$ cat src/rtl/sram_stream_reader_pkg.sv
// Shared defaults, FSM state type and FIFO count-width helper for sram_stream_reader.
package sram_stream_reader_pkg;

  localparam int unsigned DATA_WIDTH_DEF = 128;
  localparam int unsigned ADDR_WIDTH_DEF = 12;
  localparam int unsigned FIFO_DEPTH_DEF = 2;
  localparam int unsigned CNT_W          = $clog2(FIFO_DEPTH_DEF) + 1;

  typedef enum logic [1:0] {
    StIdle,
    StIssue,
    StDrain
  } state_e;

  // Count must represent 0..depth inclusive.
  function automatic int unsigned cnt_width(input int unsigned depth);
    return $clog2(depth) + 1;
  endfunction

endpackage

$ cat src/rtl/sram_stream_reader_fifo.sv
// Synchronous FIFO for sram_stream_reader; push into a full FIFO is accepted when a pop
// frees the slot in the same cycle.
module sram_stream_reader_fifo
  import sram_stream_reader_pkg::*;
#(
  parameter int unsigned WIDTH = DATA_WIDTH_DEF,
  parameter int unsigned DEPTH = FIFO_DEPTH_DEF
) (
  input  logic                     clk,
  input  logic                     rst,
  input  logic                     push,
  input  logic [WIDTH-1:0]         wdata,
  input  logic                     pop,
  output logic [WIDTH-1:0]         rdata,
  output logic [$clog2(DEPTH):0]   count,
  output logic                     full,
  output logic                     empty
);

  localparam int unsigned PtrW = $clog2(DEPTH);

  logic [WIDTH-1:0] mem_q [DEPTH];
  logic [PtrW-1:0]  wr_ptr_q, wr_ptr_d;
  logic [PtrW-1:0]  rd_ptr_q, rd_ptr_d;
  logic [PtrW:0]    count_q, count_d;
  logic             do_push, do_pop;

  assign full  = (count_q == (PtrW + 1)'(DEPTH));
  assign empty = (count_q == '0);
  assign count = count_q;
  assign rdata = mem_q[rd_ptr_q];

  always_comb begin
    do_pop   = pop && !empty;
    do_push  = push && (!full || do_pop);
    wr_ptr_d = wr_ptr_q;
    rd_ptr_d = rd_ptr_q;
    count_d  = count_q;
    if (do_push) wr_ptr_d = wr_ptr_q + 1'b1;
    if (do_pop)  rd_ptr_d = rd_ptr_q + 1'b1;
    case ({do_push, do_pop})
      2'b10:   count_d = count_q + 1'b1;
      2'b01:   count_d = count_q - 1'b1;
      default: count_d = count_q;
    endcase
  end

  always_ff @(posedge clk) begin
    if (rst) begin
      wr_ptr_q <= '0;
      rd_ptr_q <= '0;
      count_q  <= '0;
    end else begin
      wr_ptr_q <= wr_ptr_d;
      rd_ptr_q <= rd_ptr_d;
      count_q  <= count_d;
    end
  end

  always_ff @(posedge clk) begin
    if (do_push) mem_q[wr_ptr_q] <= wdata;
  end

endmodule

$ cat src/rtl/sram_stream_reader.sv
// Burst read initiator for a 1-cycle-latency SRAM read port, streaming words out over
// valid/ready. Define SRAM_STREAM_READER_LAST_EN to add the out_last end-of-burst flag.
module sram_stream_reader
  import sram_stream_reader_pkg::*;
#(
  parameter int unsigned DATA_WIDTH = DATA_WIDTH_DEF,
  parameter int unsigned ADDR_WIDTH = ADDR_WIDTH_DEF,
  parameter int unsigned FIFO_DEPTH = FIFO_DEPTH_DEF
) (
  input  logic                  clk,
  input  logic                  rst,
  input  logic                  cmd_valid,
  output logic                  cmd_ready,
  input  logic [ADDR_WIDTH-1:0] cmd_addr,
  input  logic [ADDR_WIDTH:0]   cmd_len,
  output logic                  re,
  output logic [ADDR_WIDTH-1:0] radr,
  input  logic [DATA_WIDTH-1:0] q,
  output logic                  out_valid,
  input  logic                  out_ready,
  output logic [DATA_WIDTH-1:0] out_data,
`ifdef SRAM_STREAM_READER_LAST_EN
  output logic                  out_last,
`endif
  output logic                  done,
  output logic                  busy
);

  localparam int unsigned CntW = cnt_width(FIFO_DEPTH);
`ifdef SRAM_STREAM_READER_LAST_EN
  localparam int unsigned FifoW = DATA_WIDTH + 1;
`else
  localparam int unsigned FifoW = DATA_WIDTH;
`endif

  state_e                state_q, state_d;
  logic [ADDR_WIDTH-1:0] addr_q, addr_d;
  logic [ADDR_WIDTH:0]   remaining_q, remaining_d;
  logic                  inflight_q;
  logic                  done_q, done_d;

  logic [CntW-1:0]       fifo_count;
  logic                  fifo_full, fifo_empty;
  logic [FifoW-1:0]      fifo_wdata, fifo_rdata;
  logic                  pop, credit_ok;
  logic [CntW:0]         occ;

  assign cmd_ready = (state_q == StIdle) && !rst;
  assign busy      = (state_q != StIdle);
  assign done      = done_q;
  assign radr      = addr_q;
  assign out_valid = !fifo_empty;
  assign pop       = out_valid && out_ready;
  assign out_data  = fifo_rdata[DATA_WIDTH-1:0];

  // Occupancy after this cycle's pop: stored words plus the word already on its way from SRAM.
  always_comb begin
    occ       = {1'b0, fifo_count} + {{CntW{1'b0}}, inflight_q} - {{CntW{1'b0}}, pop};
    credit_ok = !(fifo_full && !pop) && (occ < (CntW + 1)'(FIFO_DEPTH));
    re        = (state_q == StIssue) && (remaining_q != '0) && credit_ok;
  end

  always_comb begin
    state_d     = state_q;
    addr_d      = addr_q;
    remaining_d = remaining_q;
    done_d      = 1'b0;
    unique case (state_q)
      StIdle: begin
        if (cmd_valid && cmd_ready) begin
          addr_d      = cmd_addr;
          remaining_d = cmd_len;
          if (cmd_len == '0) done_d = 1'b1;
          else               state_d = StIssue;
        end
      end
      StIssue: begin
        if (re) begin
          addr_d      = addr_q + 1'b1;
          remaining_d = remaining_q - 1'b1;
          if (remaining_q == (ADDR_WIDTH + 1)'(1)) state_d = StDrain;
        end
      end
      StDrain: begin
        // The final word leaves the FIFO this cycle and nothing else is pending.
        if (pop && (fifo_count == CntW'(1)) && !inflight_q) begin
          state_d = StIdle;
          done_d  = 1'b1;
        end
      end
      default: state_d = StIdle;
    endcase
  end

  always_ff @(posedge clk) begin
    if (rst) begin
      state_q     <= StIdle;
      addr_q      <= '0;
      remaining_q <= '0;
      inflight_q  <= 1'b0;
      done_q      <= 1'b0;
    end else begin
      state_q     <= state_d;
      addr_q      <= addr_d;
      remaining_q <= remaining_d;
      inflight_q  <= re;
      done_q      <= done_d;
    end
  end

`ifdef SRAM_STREAM_READER_LAST_EN
  logic last_inflight_q;

  always_ff @(posedge clk) begin
    if (rst) last_inflight_q <= 1'b0;
    else     last_inflight_q <= re && (remaining_q == (ADDR_WIDTH + 1)'(1));
  end

  assign fifo_wdata = {last_inflight_q, q};
  assign out_last   = fifo_rdata[DATA_WIDTH];
`else
  assign fifo_wdata = q;
`endif

  sram_stream_reader_fifo #(
    .WIDTH (FifoW),
    .DEPTH (FIFO_DEPTH)
  ) u_fifo (
    .clk   (clk),
    .rst   (rst),
    .push  (inflight_q),
    .wdata (fifo_wdata),
    .pop   (pop),
    .rdata (fifo_rdata),
    .count (fifo_count),
    .full  (fifo_full),
    .empty (fifo_empty)
  );

endmodule

$ cat config.mk
export PLATFORM = sky130hd
export DESIGN_NAME = sram_stream_reader
export DESIGN_NICKNAME = d
export VERILOG_FILES = /design/src/rtl/sram_stream_reader_pkg.sv /design/src/rtl/sram_stream_reader_fifo.sv /design/src/rtl/sram_stream_reader.sv
export SDC_FILE = /design/constraint.sdc
export NUM_CORES = 1
export LEC_CHECK = 0
export ABC_AREA = 1
export ABC_CLOCK_PERIOD_IN_PS = 21400
export CORE_MARGIN = 2
export CORE_UTILIZATION = 40
export DETAILED_ROUTE_END_ITERATION = 7
export MAX_ROUTING_LAYER = met4
export PLACE_DENSITY = 0.76
export SKIP_LAST_GASP = 1
export SLEW_MARGIN = 20
export SYNTH_ARGS = -nofsm -noshare
export SYNTH_HDL_FRONTEND = slang
export SYNTH_SLANG_ARGS = --single-unit
export TNS_END_PERCENT = 30
$ cat constraint.sdc
create_clock -name clk -period 21.4 [get_ports clk]
set_input_delay 6.42 -clock clk [delete_from_list [all_inputs] [get_ports clk]]
set_output_delay 6.42 -clock clk [all_outputs]
set_load 0.01 [all_outputs]
* Word-level counts from Yosys, hierarchy flattened
Memory sizes are Yosys's and may differ from the RTL's. A register that Yosys moved wholly into a read port is not among the register bits.
Cells that the tools add are included.
Widths: inputs -> output; s select.
** Word-level totals
- Output and inout port bits :: 145
- Flip-flop bits (word level) :: 33
- Logic and storage cells :: 78
- Input bits :: 157
- Memories kept :: 1
- RAM bits :: 256
** Operators by class
- Reductions and logical operators :: 27
- Mux-type cells :: 21
- Equality and inequality tests :: 12
- $lt $le $gt $ge :: 1
- $add $sub $neg :: 8
** Memory list
- u_fifo.mem_q :: depth 2, width 128, read ports 1, clocked after Yosys merged registers in 1, write ports 1, RTL line sram_stream_reader_fifo.sv:22 : logic [WIDTH-1:0] mem_q [DEPTH];
** Operators by type and width (number)
- $mux 13 :: 2
- $pmux 13 s2 :: 1
- $mux 12 :: 2
- $pmux 12 s2 :: 1
- $eq 13x1->1 const B :: 1
- $logic_not 13->1 :: 1
- $reduce_bool 13->1 :: 1
- $sub 13x1->13 const B :: 1
- $add 12x1->12 const B :: 1
- $logic_and 1x1->1 :: 11
- $mux 2 :: 5
- $mux 1 :: 7
- $eq 2x1->1 const B :: 3
- $eq 2x2->1 const B :: 3
- $logic_not 1->1 :: 6
- $ne 2x2->1 const B :: 3
- $pmux 2 s3 :: 1
- $reduce_bool 2->1 :: 3
- $reduce_and 5->1 :: 1
- $logic_not 2->1 :: 2
- $ne 2x1->1 const B :: 2
- $pmux 2 s2 :: 1
- $add 2x1->3 :: 1
- $lt 3x2->1 const B :: 1
- 7 further kinds :: 8

* Depth between registers and ports, before layout
Gate-level depths: netlist (run 1).
- Depth in word-level cells :: 10
- Mapped depth :: 19
- Mapped depth without buffers :: 19

* By module
From an unflattened synthesis (run 1), not the netlist that was laid out.
** Second synthesis, totals
- Cell total of the unflattened synthesis :: 816
- Area total of the unflattened synthesis :: 11777.5 sq um
** Modules (own cells, without submodules)
- sram_stream_reader_fifo :: area an instance 9549.2 sq um, times used 1, cells an instance 437, seq. area each 7787.5 sq um
- sram_stream_reader :: area an instance 2228.4 sq um, times used 1, cells an instance 379, seq. area each 580.6 sq um

* Worst setup path before layout (run 1)
Ideal clock, no wire load.
- Path kind :: input to output
- Start :: in out_ready
- End :: out re
- Slack :: 6.935 ns
- Required time :: 14.980 ns
- Data arrival time :: 8.045 ns
- Stages on the path :: 11
- Path buffers :: 0
- Cell sequence :: nand2_1 -> inv_1 -> ha_1 -> or2_2 -> fa_1 -> inv_1 -> nor2_1 -> nand2_1 -> nor2_2 -> nand2_2 -> inv_1
** Between the ends
- Longest elaborated chain between the ends :: 6
- Elaborated cells on any way between the ends :: 8
- Classes of those cells :: 1 x add/sub; 1 x order compare; 6 x reduce/logical
** Ends and longest elaborated chain
- start, declared :: RTL line sram_stream_reader.sv:20 : input logic out_ready,
- $logic_and 1x1->1 (*) :: RTL line sram_stream_reader.sv:53 : assign pop = out_valid && out_ready;
- parallel branches: the longest is 3 deep, another holds $sub 3x1->3
- $logic_and 1x1->1 (*) :: RTL line sram_stream_reader.sv:59 : credit_ok = !(fifo_full && !pop) && (occ < (CntW + 1)'(FIFO_DEPTH));
- $logic_and 1x1->1 (*) :: RTL line sram_stream_reader.sv:60 : re = (state_q == StIssue) && (remaining_q != '0) && credit_ok;
- end, declared :: RTL line sram_stream_reader.sv:16 : output logic re,
Mark *: on every way between the ends.

* Worst setup path after layout (run 1)
Same ends and word-level chain as after synthesis.

==> summary.txt, run 1 <==
Worst setup path
  – CP startpoint kind: input port
  – FF-to-FF Start: u_fifo.count[1]
  – Crit end category: output pin
  – Crit Path Category: in -> out
  – Worst path arrival time: 9.10 ns
  – Max FO, Critical Path: 4
  – CP max stage delay: 0.53 ns
  – CP dominant cell by count: inv_1
  – Cells along the critical path: clkdlybuf4s50_1 > nand2_1 > inv_1 > ha_1 > or2_2 > fa_1 > inv_1 > nor2_1 > nand2_1 > nor2_2 > nand2_2 > inv_1 > clkdlybuf4s50_1
  – Crit path required time: 14.98 ns
  – Crit path launch: out_ready
  – CP max stage cell: clkdlybuf4s50_1

STA
  – Final Max Tran Viols: 0
  – Clk_skew: 0.007492 ns
  – Slew Limit Headroom: 30.03%
  – Minimum clock period: 15.52 ns
  – Unrepaired setup endpoints after global routing: no
  – Fin crit share: 72.52%
  – Worst slew pin tran: 1.050 ns
  – Fmax: 0.06443 GHz
  – Fin. Hold Viols: 0
  – Setup violators final: 0
  – Total negative slack: 0 ns

GRT
  – Vias in the first global route: 7295
  – Grt ovf: 0
  – Global router's overall resource usage: 17.20%
  – First-pass GRT wire length: 39.99 mm
  – Antenna violations before repair: 0
  – Pin count of the biggest net entering global routing: 80

Pwr
  – Sequential share of power: 42.3%
  – Lkg Pwr: 5.521 nW
  – P per Cell Area: 106.9 mW/mm^2
  – Switching part of the total: 29.48%
  – Int Power: 1.200 mW
  – Clk network pwr share: 26.9%
  – Post-layout power: 1.701 mW
  – Sw power: 0.5015 mW
  – Max VDD drop: 65.84 uV
  – Combinational fraction of design power: 30.8%

Synthesis
  – Synthesized net count: 962
  – Synth area leader: edfxtp_1
  – Top cell type's share of synthesized area: 65.94%
  – Netlist cell types: 30
  – Synthesized cell area: 0.01166 sq mm
  – Main area contributors after synthesis: edfxtp_1 (66%), mux2_2 (12%), dfxtp_1 (5.8%)
  – Cells after Synth: 795
  – Sequential fraction of the synthesis area: 71.78%
  – Avg Cell Area, Syn: 14.66 sq um
  – Asr flop ratio synth: 0%
  – Register bit count reported by yosys: 290
  – Synth Flop Type: edfxtp_1
  – Post-synth EDFFs: 256
  – Yosys warnings: 0

Drt
  – Routed Wire Length: 26.70 mm
  – Drt drc: 0
  – Vias: 7381
  – WL/cell: 17.66 um
  – Post-DRT Antenna Nets: 0
  – Initial DRC Count: 496
  – Via density: 4.882
  – Pre-antenna DRT Iters: 5

Clock network
  – Sink Count: 290
  – Root Buffer: clkbuf_16
  – Clock Latency Late Sink: 0.53 ns
  – Clk buf depth: 3
  – H-Tree Level Count: 1
  – CTS Buf Count: 29
  – Clk slew on worst S/H paths: 0.06 ns
  – CTS tree: done
  – CTS Hold Bufs: 0
  – CTS resizes: 0
  – Setup Buffers After CTS: 0

Placed design
  – DP HPWL: 17.86 mm
  – Placer Congestion: 0.8634
  – PortBufs: 301

Floorplan
  – Die Span Y: 174.7 um
  – Ports: 302
  – Die Wd: 174.7 um
  – Core area: 0.02870 sq mm
  – Std cell rows: 62
  – Full die area: 0.03053 sq mm
  – Initial core utilization: 40.61%

Layout
  – Most frequent cells in the layout: clkdlybuf4s50_1 (301), edfxtp_1 (256), nand2_1 (128), mux2_2 (128), nor2_1 (55)
  – Layout cells sized above 1: 19.68%
  – Final Util: 55.43%
  – Diodes inserted: 0
  – Final-stage net count: 1274
  – Commonest non-fill, non-tap cell in the layout: clkdlybuf4s50_1
  – Area growth syn-to-layout: 36.47%

Min path
  – Worst hold start: u_fifo.rd_ptr_q
  – Hold Crit Class: reg -> reg

Run
  – MaxCap Viol Count: 0

Status
  – Status: complete, no violations
## stage by stage
step / area [sq um] / hold slack (ns) / std cells / setup slack [ns]
2_1_floorplan: 11660 / 0.4725 / 795 / 6.935
3_3_place_gp: 15060 / 0.4960 / 1460 / 5.921
3_5_place_dp: 15060 / 0.4914 / 1460 / 5.874
4_1_cts: 15910 / 0.5077 / 1512 / 5.865
5_1_grt: 15910 / 0.5316 / 1512 / 5.704
6_report: 15910 / 0.5094 / 1512 / 5.880
## critical path, delay by kind of cell
kind / cells / cell delay [ns]
adder cells (fa/ha/maj): 2 / 0.71
AND/OR/NAND/NOR: 6 / 0.77
buffers and inverters: 5 / 1.19
## routing by layer
layer,GRT usage [%],wire length [um]
met5,-,0
met4,4.375,630
met3,3.198,1879
met2,28.80,13080
met1,21.66,11100
## power groups by stage
| stage | combinational, mW | sequential, mW | clock [mW] |
|---|---|---|---|
| floorplan | 0.314 | 0.723 | 0 |
| global placement | 0.520 | 0.729 | 0 |
| detailed placement | 0.525 | 0.731 | 0 |
| CTS | 0.529 | 0.720 | 0.472 |
| global route | 0.570 | 0.727 | 0.489 |
| finish | 0.524 | 0.719 | 0.458 |
## registers in the layout, summed over array words and instances (netlist names), named ones only
name             cells
done                 1
inflight_q           1
radr                12
remaining_q         13
state_q              2
u_fifo.count         2
u_fifo.mem_q       256
u_fifo.rd_ptr_q      1
u_fifo.wr_ptr_q      1
## cells by family after synthesis
logic type,synth area share [%]
DFF,71.78
buffers and inverters,2.737
and+or+nand+nor,9.273
muxes,12.36
AOI/OAI and AO/OA,2.254
adders and majority gates,1.138
xor gates and xnor gates,0.4508
## cells in the mapped netlist, types with 3 or more instances
| cell | instances |
|---|---|
| nand2_1 | 128 |
| nand3_1 | 34 |
| or2_2 | 7 |
| nor2_2 | 3 |
| a21oi_1 | 8 |
| inv_1 | 38 |
| dfxtp_1 | 34 |
| nand4_1 | 3 |
| inv_2 | 3 |
| mux2_2 | 128 |
| nand2_2 | 18 |
| clkbuf_1 | 5 |
| xor2_1 | 4 |
| a21oi_2 | 16 |
| ha_1 | 9 |
| nor2_1 | 57 |
| edfxtp_1 | 256 |
| o21ai_0 | 13 |
| buf_2 | 16 |
## final cells by class
| class | instances | area [sq um] |
|---|---|---|
| Timing Repair Buffer | 307 | 3058 |
| Clock inverter | 16 | 95.09 |
| Tap cell | 384 | 480.5 |
| Fill cell | 2317 | 12790 |
| Multi-Input combinational cell | 436 | 2985 |
| Inverter | 43 | 166.4 |
| Sequential cell | 290 | 8372 |
| Clock buffer | 36 | 752.0 |
## worst paths after layout
path | to | slack, ns | cells after the start
max | re | 5.88 | 13
min | u_fifo.rd_ptr_q | 0.51 | 2
max reg2reg | u_fifo.mem_q[1][64] | 18.04 | 11
min reg2reg | u_fifo.rd_ptr_q | 0.51 | 2
Power figures use the tool's default switching activity.
==> inputs of run 2 (changes only) <==
Settings changed: ABC_CLOCK_PERIOD_IN_PS 21400 to 13150, PLACE_DENSITY 0.76 to 0.78.
Clock period 21.4 ns to 13.15 ns, I/O delays scaled along.
==> run 2 against run 1 <==
Effect of this change: utilization grew 0.33 points; global-route usage rose by 0.067 points; final cell count grew 0.40%; wire length down 0.52%; clock-buffer cell count rose by 2; critical path type unchanged; critical endpoint unchanged; largest cell class unchanged.
==> summary.txt, run 2 (same netlist as run 1, synthesis figures left out) <==
Layout
  – Commonest non-fill, non-tap cell in the layout: clkdlybuf4s50_1
  – Area growth syn-to-layout: 37.28%
  – Area of the multi-input gates: 0.002985 sq mm
  – FILL cells: 2289
  – Most frequent cells in the layout: clkdlybuf4s50_1 (301), edfxtp_1 (256), nand2_1 (128), mux2_2 (128), nor2_1 (55)
  – Final-stage net count: 1276
  – Largest register FFs: 256
  – Post-Layout Cell Count: 1518
  – Largest Register: u_fifo.mem_q
  – Layout cells sized above 1: 20.39%
  – Flip-flop and latch area: 0.008372 sq mm

Floorplan
  – Full die area: 0.03053 sq mm
  – Initial core utilization: 40.61%
  – Die Span Y: 174.7 um
  – Core area: 0.02870 sq mm
  – Std cell rows: 62
  – Die Wd: 174.7 um
  – Ports: 302

GRT
  – Pin count of the biggest net entering global routing: 82
  – Vias in the first global route: 7373
  – Grt ovf: 0
  – Antenna violations before repair: 1
  – Global router's overall resource usage: 17.27%
  – First-pass GRT wire length: 40.32 mm

Placed design
  – Post-Place Worst Slack: 2.577 ns
  – Placed insts: 1460
  – PortBufs: 301
  – DP HPWL: 18.00 mm
  – Placer Congestion: 0.8552

Pwr
  – Int Power: 1.986 mW
  – P per Cell Area: 176.0 mW/mm^2
  – Lkg Pwr: 5.565 nW
  – Combinational fraction of design power: 30.3%
  – Post-layout power: 2.817 mW
  – Sequential share of power: 41.5%
  – Sw power: 0.8307 mW
  – Clk network pwr share: 28.2%
  – Max VDD drop: 113.8 uV
  – Switching part of the total: 29.49%

Worst setup path
  – Crit Path Category: in -> out
  – Worst path arrival time: 6.63 ns
  – Reg-to-Reg End: u_fifo.mem_q[1][89]
  – Reg-to-reg setup timing slack: 9.57 ns
  – CP startpoint kind: input port
  – Crit path required time: 9.20 ns
  – R2R cell count: 11
  – FF-to-FF Start: u_fifo.count[1]
  – Max FO, Critical Path: 4
  – Crit end category: output pin

STA
  – Setup violators final: 0
  – Fin. Hold Viols: 0
  – Hold_ws: 0.5064 ns
  – Final Max Tran Viols: 0
  – Fmax: 0.09455 GHz
  – Fin crit share: 80.43%
  – Clk_skew: 0.01527 ns
  – Worst slew pin tran: 1.114 ns
  – Total negative slack: 0 ns
  – Slack of the critical path: 2.574 ns
  – Unrepaired setup endpoints after global routing: no
  – Minimum clock period: 10.58 ns
  – Slew Limit Headroom: 25.76%

Clock network
  – H-Tree Level Count: 1
  – CTS Buf Count: 31
  – Clock Latency Late Sink: 0.55 ns
  – Setup Buffers After CTS: 0
  – CTS resizes: 0
  – CTS Hold Bufs: 0
  – CTS tree: done
  – Clk slew on worst S/H paths: 0.06 ns
  – Root Buffer: clkbuf_16
  – Sink Count: 290
  – Clk buf depth: 3

Drt
  – WL/cell: 17.50 um
  – Routed Wire Length: 26.56 mm
  – Via density: 4.865
  – Post-DRT Antenna Nets: 0
  – Initial DRC Count: 481
  – Drt drc: 0
  – Vias: 7385
  – Pre-antenna DRT Iters: 5

Status
  – Status: complete, no violations

Min path
  – Worst hold start: remaining_q[1]
  – Worst Hold Path Cells: 2
  – Hold Crit Class: reg -> reg
  – WHS Endpoint: remaining_q[1]

Run
  – MaxCap Viol Count: 0
-- run 2: area by class of cell --
type / instances / share of cell area, %
clock buffer: 38 / 5.012
sequential: 290 / 52.31
antenna: 1 / 0.01564
tap: 384 / 3.002
multi-input combinational: 436 / 18.66
clock inverter: 19 / 0.8522
timing repair buffer: 307 / 19.11
inverter: 43 / 1.040
-- run 2: worst max-delay path by stage --
stage,from,slack [ns],depth (start not counted),endpoint
2_1_floorplan,out_ready,2.85,6,u_fifo.mem_q[1][0]
3_3_place_gp,out_ready,2.62,13,re
3_5_place_dp,out_ready,2.58,13,re
4_1_cts,out_ready,2.57,13,re
5_1_grt,out_ready,2.39,13,re
6_report,out_ready,2.57,13,re
-- run 2: power by group through the flow --
stage / clock network [mW] / registers (mW) / logic (mW)
2_1_floorplan: 0 / 1.18 / 0.511
3_3_place_gp: 0 / 1.18 / 0.843
3_5_place_dp: 0 / 1.19 / 0.858
4_1_cts: 0.819 / 1.17 / 0.863
5_1_grt: 0.852 / 1.18 / 0.933
6_report: 0.793 / 1.17 / 0.855
-- run 2: critical path: stages --
cell	delay [ns]
clkdlybuf4s50_1	0.45
nand2_1	0.12
inv_1	0.11
ha_1	0.23
or2_2	0.31
fa_1	0.49
inv_1	0.04
nor2_1	0.09
nand2_1	0.08
nor2_2	0.09
nand2_2	0.08
inv_1	0.06
clkdlybuf4s50_1	0.53
-- run 2: through the flow --
| stage | util (%) | instance area, sq um |
|---|---|---|
| finish | 55.75 | 16000 |
| global route | 55.75 | 16000 |
| CTS | 55.75 | 16000 |
| detailed placement | 52.48 | 15060 |
| global placement | 52.48 | 15060 |
| floorplan | - | 11660 |
-- run 2: routing by layer --
layer,GRT usage (%),vias up,wire (um)
met5,-,-,0
met4,4.479,0,573
met3,4.003,51,2416
met2,28.69,310,12840
met1,21.38,3559,10730
li1,-,3465,-
